**src/rtl/ntt_stage_sequencer.sv**
```systemverilog
`default_nettype none
// ============================================================================
// Module   : ntt_stage_sequencer
// Purpose  : Pass sequencer for an NTT butterfly array: read rows, twiddle
//            indices, write-back via a latency-matched delay line.
// Options  : define POINTWISE_MUL_EN to append a pointwise-multiply pass.
// Revision : 1.0
// ============================================================================
module ntt_stage_sequencer #(
    parameter int ROWS       = 16,
    parameter int NUM_STAGES = 8,
    parameter int BF_LATENCY = 4,
    parameter int LUT_SIZE   = 1360
) (
    input  logic                              clk,
    input  logic                              reset,
    input  logic                              start,
    output logic                              rd_en,
    output logic [$clog2(ROWS)-1:0]           rd_addr,
    output logic [$clog2(LUT_SIZE):0]         w_idx,
    output logic                              mode,
    output logic                              wr_en,
    output logic [$clog2(ROWS)-1:0]           wr_addr,
    output logic [$clog2(NUM_STAGES+1)-1:0]   stage,
    output logic                              busy,
    output logic                              done
);

    localparam int ADDR_W  = $clog2(ROWS);
    localparam int WIDX_W  = $clog2(LUT_SIZE) + 1;
    localparam int STAGE_W = $clog2(NUM_STAGES + 1);
    localparam int DLY     = 1 + BF_LATENCY;
`ifdef POINTWISE_MUL_EN
    localparam int PASSES  = NUM_STAGES + 1;
`else
    localparam int PASSES  = NUM_STAGES;
`endif
    localparam logic [ADDR_W-1:0]  LAST_ROW  = ADDR_W'(ROWS - 1);
    localparam logic [STAGE_W-1:0] LAST_PASS = STAGE_W'(PASSES - 1);

    generate
        if (PASSES * ROWS > LUT_SIZE) begin : g_lut_overflow
            $error("ntt_stage_sequencer: twiddle table too small for PASSES*ROWS");
        end
    endgenerate

    typedef enum logic [1:0] {
        S_IDLE   = 2'd0,
        S_ISSUE  = 2'd1,
        S_DRAIN  = 2'd2,
        S_FINISH = 2'd3
    } state_t;

    state_t              r_state;
    logic [DLY-1:0]      r_dly_en;
    logic [ADDR_W-1:0]   r_dly_addr [DLY];
    logic                w_last_wr;
    logic [WIDX_W-1:0]   w_twiddle;

    assign wr_en     = r_dly_en[DLY-1];
    assign wr_addr   = r_dly_addr[DLY-1];
    assign w_last_wr = wr_en && (wr_addr == LAST_ROW);
    assign w_twiddle = WIDX_W'(stage) * WIDX_W'(ROWS) + WIDX_W'(rd_addr);

    // rd_addr is forced to 0 outside ISSUE, so idle slots carry address 0 too.
    always_ff @(posedge clk or negedge reset) begin
        if (!reset) begin
            r_dly_en <= '0;
            for (int i = 0; i < DLY; i++) begin
                r_dly_addr[i] <= '0;
            end
        end else begin
            r_dly_en[0]   <= rd_en;
            r_dly_addr[0] <= rd_addr;
            for (int i = 1; i < DLY; i++) begin
                r_dly_en[i]   <= r_dly_en[i-1];
                r_dly_addr[i] <= r_dly_addr[i-1];
            end
        end
    end

    // Twiddle index lines up with the read data, one cycle after rd_en.
    always_ff @(posedge clk or negedge reset) begin
        if (!reset) begin
            w_idx <= '0;
        end else if (rd_en) begin
            w_idx <= w_twiddle;
        end else begin
            w_idx <= '0;
        end
    end

`ifdef POINTWISE_MUL_EN
    always_ff @(posedge clk or negedge reset) begin
        if (!reset) begin
            mode <= 1'b0;
        end else begin
            mode <= rd_en && (stage == STAGE_W'(NUM_STAGES));
        end
    end
`else
    assign mode = 1'b0;
`endif

    always_ff @(posedge clk or negedge reset) begin
        if (!reset) begin
            r_state <= S_IDLE;
            rd_en   <= 1'b0;
            rd_addr <= '0;
            stage   <= '0;
            busy    <= 1'b0;
            done    <= 1'b0;
        end else begin
            case (r_state)
                S_IDLE: begin
                    if (start) begin
                        r_state <= S_ISSUE;
                        rd_en   <= 1'b1;
                        rd_addr <= '0;
                        stage   <= '0;
                        busy    <= 1'b1;
                    end
                end
                S_ISSUE: begin
                    if (rd_addr == LAST_ROW) begin
                        rd_en   <= 1'b0;
                        rd_addr <= '0;
                        r_state <= S_DRAIN;
                    end else begin
                        rd_addr <= rd_addr + 1'b1;
                    end
                end
                S_DRAIN: begin
                    // Next pass may only read once the previous pass is fully written.
                    if (w_last_wr) begin
                        if (stage == LAST_PASS) begin
                            r_state <= S_FINISH;
                            done    <= 1'b1;
                        end else begin
                            r_state <= S_ISSUE;
                            rd_en   <= 1'b1;
                            stage   <= stage + 1'b1;
                        end
                    end
                end
                S_FINISH: begin
                    r_state <= S_IDLE;
                    done    <= 1'b0;
                    busy    <= 1'b0;
                    stage   <= '0;
                end
                default: begin
                    r_state <= S_IDLE;
                    rd_en   <= 1'b0;
                    rd_addr <= '0;
                    stage   <= '0;
                    busy    <= 1'b0;
                    done    <= 1'b0;
                end
            endcase
        end
    end

endmodule
`default_nettype wire

```
**config.mk**
```make
export PLATFORM = sky130hd
export DESIGN_NAME = ntt_stage_sequencer
export DESIGN_NICKNAME = d
export VERILOG_FILES = /design/src/rtl/ntt_stage_sequencer.sv
export SDC_FILE = /design/constraint.sdc
export NUM_CORES = 1
export LEC_CHECK = 0
export CAP_MARGIN = 30
export CORE_MARGIN = 1
export CORE_UTILIZATION = 45
export CTS_CLUSTER_SIZE = 30
export DETAILED_ROUTE_END_ITERATION = 6
export PLACE_DENSITY = 0.73
export RECOVER_POWER = 100
export SYNTH_ARGS = -nofsm -noshare
export SYNTH_HDL_FRONTEND = slang
export SYNTH_SLANG_ARGS = --single-unit
```
**constraint.sdc**
```tcl
create_clock -name clk -period 1.8 [get_ports clk]
set_clock_uncertainty 0.1 [all_clocks]
set_input_delay 0.36 -clock clk [delete_from_list [all_inputs] [get_ports clk]]
set_output_delay 0.36 -clock clk [all_outputs]
set_load 0.02 [all_outputs]
```
## Word level (Yosys, flattened, before mapping)

Cells that the tools add are included.

| word-level totals | value |
|---|---|
| register bits after elaboration | 50 |
| input port bits | 3 |
| output and inout port bits | 29 |
| word-level logic and storage cells | 61 |

| operators by class | value |
|---|---|
| $add $sub $neg | 3 |
| eq/ne operators | 11 |
| muxes and demuxes | 21 |
| reductions and logical operators | 13 |

Operators with widths:

| operator | count |
|---|---|
| $mux 4 | 4 |
| $pmux 4 s3 | 1 |
| $ne 2x2->1 const B | 5 |
| $add 8x4->9 | 1 |
| $mux 9 | 1 |
| $add 4x1->4 const B | 2 |
| $eq 4x4->1 const B | 2 |
| $mux 2 | 4 |
| $pmux 2 s4 | 1 |
| $pmux 4 s2 | 1 |
| $mux 1 | 6 |
| $reduce_and 3->1 | 2 |
| $reduce_bool 2->1 | 3 |
| $reduce_bool 3->1 | 2 |
| $reduce_and 5->1 | 1 |
| $eq 2x2->1 const B | 2 |
| $eq 4x3->1 const B | 1 |
| $pmux 1 s2 | 2 |
| $reduce_and 2->1 | 2 |
| $reduce_and 4->1 | 1 |
| $pmux 1 s3 | 1 |
| $eq 2x1->1 const B | 1 |
| $logic_not 2->1 | 1 |
| $logic_and 1x1->1 | 1 |

## Longest topological paths before layout

Gate-level depths: netlist of the first run.

| depth | value |
|---|---|
| depth after elaboration | 4 |
| depth in mapped cells | 4 |
| gate-level depth less buffers | 4 |

## Worst setup path after synthesis of the first run

No wires, ideal clock.

| path | value |
|---|---|
| kind | register -> register |
| start point | reg stage[0] |
| end point | reg stage[3] |
| setup time | 0.069 ns |
| data arrival time | 1.465 ns |
| data required time | 1.631 ns |
| setup slack | 0.166 ns |
| cell stages (with the launch flop) | 5 |
| period minus slack after synthesis | 1.634 ns |
| cell sequence | dfrtp_1 > ha_1 > a21o_1 > or4_1 > nand3_1 |

| between the ends | value |
|---|---|
| cells in the longest elaborated chain, start to end | 4 |

RTL lines:

| element | RTL line | RTL |
|---|---|---|
| start: declaration | 24 | `output logic [$clog2(NUM_STAGES+1)-1:0] stage,` |
| start signal: assignment | 142 | `stage <= stage + 1'b1;` |
| $add 4x1->4 | 142 |  |
| $mux 4 | 136 | `if (stage == LAST_PASS) begin` |
| $mux 4 | 135 | `if (w_last_wr) begin` |
| $pmux 4 s3 | 114 | `case (r_state)` |

Several ways; a longest one is shown, not always the timed one. The select of a mux whose other input is x is not followed.
A chain may end at the register's enable or synchronous reset.

## Worst setup path after layout of the first run

| path | value |
|---|---|
| start point | reg w_idx[6] |
| end point | out w_idx[6] |

RTL lines:

| element | RTL line | RTL |
|---|---|---|
| start: declaration | 20 | `output logic [$clog2(LUT_SIZE):0] w_idx,` |
| start signal: assignment | 87 | `w_idx <= w_twiddle;` |

No word-level cell between the ends.

==> out/metrics.cfg, run 1 <==
[worst_setup_path]
cp_cell_sequence=dlygate4sd3_1
crit_path_end=w_idx[6]
critical_path_class=register to primary output
reg2reg_depth=4
regToRegEndpoint=stage[3]
path_max_fanout=1
rr_startpoint=stage[0]
worstPathArrival_ns=1.30
start_kind=register
cp.depth=1
cp.buffers_inverters=1
cpPeakStageDelay_ns=0.64
cp-startpoint=w_idx[6]
ff2ff_setup_slack_ns=0.15
crit_path_end_kind=primary output
cp_top_family=buffers and inverters
slowest_stage=dlygate4sd3_1
cp.required_ns=1.34

[cts]
numClockSinks=46
clock_latency_ns=0.30
numCtsBuffers=5
clk_path_buf_depth=2
tritoncts=yes
cts-root-buf=clkbuf_8
htree_levels=2
clk_pin_slew_ns=0.08
cts_setup_buffers=0
cts_resized=8
cts_hold_repair.buffers=0

[pwr]
p_sw_frac=0.203
p_comb_frac=0.021
p_sw_mw=0.370
p_clk_frac=0.412
power_frac_seq=0.567
intPower_mw=1.45
power.density_nw_per_um2=887
ir_drop_uv=544
leakage_nw=0.857

[yosys]
yosysWarnings=0
yosys.cell_types.count=35
postSynthCellCount=131
netlist_top_cells_area=dfrtp_1 (67%), buf_4 (4.0%), and2_1 (3.3%), nand3_1 (2.6%), nand4_1 (1.8%)
syn-cell-area_um2=1710
yosysTopAreaCellShare=0.673
synth_top_area_cell=dfrtp_1
synth_seq_area_share=0.673
ys_seq_elements=46
syn_area_per_cell_um2=13.1

[detailed_routing]
ant_nets=0
wl_per_cell_um=14.4
wl_mm=3.02
drt_first_pass_iters=4
drc=0
num_vias=1100
drt_iter0_drc=57
viasPerCell=5.26

[die]
io-pin-count=32
die_h_um=63.7
rows=22
fp.dieW_um=63.7
core_area_um2=3660
dieArea_um2=4050
initial_core_util=0.467

[layout]
drive_gt1_frac=0.0807
final.fill_count=323
layout_common_cells=dfrtp_1 (46), clkdlybuf4s50_1 (12), nand3_1 (9)
fin_nets=165
fin_cells=209
area_delta_synth_final_pct=20.3
final_util=0.562
antennaDiodeCount=0
layout_commonest_cell=dfrtp_1

[timing]
rsz0062_at_grt=false
finalSetupViolCount=0
finalHoldViolCount=0
worst_slack_ns=0.0428
final.setup.tns_ns=0
fmax_mhz=569
relSlewSlack=0.290
post-route-period-util=0.976
min_period_ns=1.76
tightest_slew_ns=1.06
slew_viol_final=0

[grt]
antenna_found_initial=0
grt_max_degree=47
gr-total-overflow=0
grt_pass1_wl_mm=5.07
grt.total_usage=0.168
grt_pass1_vias=1099

[placed_design]
gp_congestion=0.841
dpl.hpwl_mm=1.97
placed_cells=201
port-buffer-count=26
dpl_worst_slack_ns=0.128

[flow_run]
maxCapViolCount=0

[hold_path]
hp-class=primary input to async pin

[run_status]
status=finished clean

-- how the worst min path moves through the flow --
stage / cells after the start / to / startpoint / slack, ns
2_1_floorplan: 0 / busy / reset / -0.04
4_1_cts: 2 / stage[0] / reset / 0.05
6_report: 2 / w_idx[7] / reset / 0.23
3_5_place_dp: 0 / r_dly_addr[14] / r_dly_addr[18] / 0.23
3_3_place_gp: 0 / r_dly_addr[11] / r_dly_addr[15] / 0.23
5_1_grt: 0 / wr_addr[3] / r_dly_addr[7] / 0.26
-- area by class of cell --
class                      instances  area (um^2)  area share
clock inverter                     2         37.5      0.0182
sequential                        46         1150       0.560
timing repair buffer              31          254       0.123
multi-input combinational         73          470       0.229
clock buffer                       6         72.6      0.0353
tap                               48         60.1      0.0292
inverter                           3         11.3     0.00547
-- registers in the layout, indices dropped and copies added (netlist names) --
| signal | cells |
|---|---|
| w_idx | 8 |
| wr_addr | 4 |
| done | 1 |
| r_dly_addr | 16 |
| rd_en | 1 |
| r_state | 2 |
| r_dly_en | 5 |
| stage | 4 |
| rd_addr | 4 |
| busy | 1 |
-- through the flow --
step,cell area [um^2],power (mW),hold slack [ns]
floorplan,1730,1.08,-0.0356
global placement,1990,1.10,0.232
detailed placement,1990,1.10,0.235
CTS,2090,1.85,0.0464
global route,2060,1.89,0.255
finish,2060,1.82,0.225
-- synth_stat cells --
master	number
buf_4	9
and3_1	2
o22ai_1	1
and4_1	1
nand3b_1	2
or4_1	1
clkbuf_1	1
nor2_1	2
conb_1	1
a2111oi_2	1
ha_1	2
o31ai_1	1
a21o_1	1
buf_2	2
nor3b_1	1
nor2b_1	2
and2_1	9
o2bb2ai_1	1
buf_6	1
dfrtp_1	46
o21bai_1	1
nand3_1	9
and3b_1	2
a21oi_1	2
a22o_1	2
nand4_1	5
mux2_2	1
a41oi_1	1
nand2_1	4
o21ai_0	5
nand2b_1	4
a31oi_1	2
o211ai_1	1
inv_1	3
a311o_1	2
-- layer usage --
metal	vias up	global-route usage	share of wire
met4	0	0.0966	0.020
met1	556	0.205	0.44
met5	-	0	0
li1	505	-	-
met3	7	0.0453	0.047
met2	32	0.267	0.50
-- logic make-up (layout without fill, tap and decap cells) --
kind of cell	Yosys count	count (layout)	share of synthesized area
flops	46	46	0.673
simple gates	44	44	0.153
buf+inv	16	42	0.0607
mux	1	1	0.00658
fa+ha+maj	2	2	0.0146
compound gates	21	21	0.0900
other cells	1	5	0.00219
-- power by group through the flow --
stage	clock network, mW	logic, mW	registers [mW]
5_1_grt	0.814	0.0453	1.03
3_5_place_dp	0	0.0413	1.06
4_1_cts	0.769	0.0413	1.03
2_1_floorplan	0	0.0202	1.06
6_report	0.751	0.0387	1.03
3_3_place_gp	0	0.0405	1.05
Note: power is estimated with default switching activity, not from simulation.
==> run 2: changes to the inputs <==
- GPL_TIMING_DRIVEN: not set -> 1
==> results of run 2 <==
Same layout as run 1: the final DEF is identical, and so are final timing and power.
==> run 3: changes to the inputs <==
- CAP_MARGIN: 30 -> 20
- SKIP_CTS_REPAIR_TIMING: not set -> 1
==> run 3 against run 2 <==
Compared with the run above:
- first-iteration DRC count decreased by 5.3%
- sequential power about the same
- via count increased by 0.91%
- sequential share of layout area increased by 1.1 points
- wire length decreased by 0.43%
- die area unchanged
- cell area decreased by 1.9%
- cell count unchanged
- critical path depth unchanged
- worst hold slack improved by 0.0029 ns
- setup slack improved by 0.0016 ns
==> out/metrics.cfg, run 3 (same netlist as run 1, synthesis figures left out) <==
[flow_run]
maxCapViolCount=0  ; unchanged

[worst_setup_path]
start_kind=register
cp.buffers_inverters=1  ; unchanged
cp.required_ns=1.34  ; about the same
cpPeakStageDelay_ns=0.64  ; about the same
path_max_fanout=1  ; unchanged
cp_top_family=buffers and inverters
worstPathArrival_ns=1.30  ; about the same
slowest_stage=dlygate4sd3_1
crit_path_end_kind=primary output
cp_cell_sequence=dlygate4sd3_1
critical_path_class=register to primary output

[layout]
layout_common_cells=dfrtp_1 (46), clkbuf_1 (14), clkdlybuf4s50_1 (12)
layout_commonest_cell=dfrtp_1
area_delta_synth_final_pct=17.9
antennaDiodeCount=0  ; unchanged
fin_cells=209  ; unchanged
regArea_um2=1150  ; unchanged
largest_register=r_dly_addr
fin_nets=165  ; unchanged
drive_gt1_frac=0.0807  ; unchanged
multiInputGateArea_um2=470  ; unchanged
top_regs=r_dly_addr: 16 flops, w_idx: 8 flops, r_dly_en: 5 flops
final.fill_count=329  ; +1.9%
largest_reg_flops=16  ; unchanged

[die]
io-pin-count=32  ; unchanged
dieArea_um2=4050  ; unchanged
fp.dieW_um=63.7  ; unchanged
initial_core_util=0.467  ; unchanged
core_area_um2=3660  ; unchanged
die_h_um=63.7  ; unchanged
rows=22  ; unchanged

[cts]
clock_latency_ns=0.30  ; about the same
cts-root-buf=clkbuf_8
htree_levels=2  ; unchanged
tritoncts=yes
numCtsBuffers=5  ; unchanged
clk_pin_slew_ns=0.08  ; about the same
numClockSinks=46  ; unchanged
clk_path_buf_depth=2  ; unchanged

[detailed_routing]
drc=0  ; unchanged
num_vias=1110  ; +0.91%
viasPerCell=5.31  ; +0.91%
drt_first_pass_iters=5  ; +1
wl_per_cell_um=14.4  ; -0.43%
wl_mm=3.01  ; -0.43%
ant_nets=0  ; unchanged
drt_iter0_drc=54  ; -5.3%

[timing]
min_period_ns=1.76  ; -0.00158 ns
fmax_mhz=570  ; about the same
tightest_slew_ns=1.07  ; +0.00324 ns
relSlewSlack=0.288  ; -0.00216
post-route-period-util=0.975  ; about the same
worst_slack_ns=0.0444  ; +0.00158 ns
slew_viol_final=0  ; unchanged
finalHoldViolCount=0  ; unchanged
finalSetupViolCount=0  ; unchanged
rsz0062_at_grt=false

[grt]
grt_pass1_vias=1099  ; unchanged
antenna_found_initial=0  ; unchanged
grt_pass1_wl_mm=5.07  ; unchanged
gr-total-overflow=0  ; unchanged
grt_max_degree=47  ; unchanged
grt.total_usage=0.168  ; unchanged

[placed_design]
placed_cells=201  ; unchanged
dpl_worst_slack_ns=0.128  ; unchanged
gp_congestion=0.841  ; unchanged
dpl.hpwl_mm=1.97  ; unchanged
port-buffer-count=26  ; unchanged

[run_status]
status=finished clean

[pwr]
leakage_nw=0.819  ; -4.5%
power.density_nw_per_um2=903  ; +1.8%
ir_drop_uv=539  ; -0.90%

[hold_path]
hp-class=primary input to async pin

## run 3: cell count changes in the layout (fill, tap and decap cells not counted)
cell           delta
clkbuf_1          +8
dlygate4sd2_1     -8
## run 3: area by class of cell
class | count | share of cell area
clock inverters | 2 | 0.0186
multi-input cells | 73 | 0.233
repair buffers | 31 | 0.106
well taps | 48 | 0.0298
inverters | 3 | 0.00558
clock buffers | 6 | 0.0360
flip-flops and latches | 46 | 0.571
## run 3: final timing paths
| kind | from | end | slack (ns) | cells after the start |
|---|---|---|---|---|
| hold / removal | reset | w_idx[7] | 0.23 | 2 |
| max in group asynchronous | reset | r_state[1] | 0.72 | 2 |
| setup / recovery | w_idx[6] | w_idx[6] | 0.04 | 1 |
| hold reg to reg | r_dly_addr[10] | r_dly_addr[6] | 0.25 | 0 |
| setup reg to reg | stage[0] | stage[3] | 0.14 | 4 |
| min in group clk | r_dly_addr[10] | r_dly_addr[6] | 0.25 | 0 |
## run 3: layer usage
metal	vias up	GRT usage	routed length (um)
met5	-	0	0
met4	0	0.0966	60
met3	7	0.0453	175
met2	41	0.267	1480
li1	504	-	-
met1	558	0.205	1290
## run 3: stage by stage
stage / instance area, um^2 / hold slack, ns / TNS [ns] / util / total power, mW
after floorplan: 1730 / -0.0356 / 0 / - / 1.08
after global placement: 1990 / 0.232 / 0 / 0.542 / 1.10
after detailed placement: 1990 / 0.235 / 0 / 0.542 / 1.10
after CTS: 2100 / 0.0464 / -0.631 / 0.572 / 1.85
after global routing: 2020 / 0.255 / 0 / 0.551 / 1.89
final: 2020 / 0.228 / 0 / 0.551 / 1.82
## run 3: report_power, final
part / total, mW / switching, mW / internal, mW
sequential: 1.03 / 0.000918 / 1.03
combinational: 0.0387 / 0.0322 / 0.00649
clock: 0.748 / 0.334 / 0.414
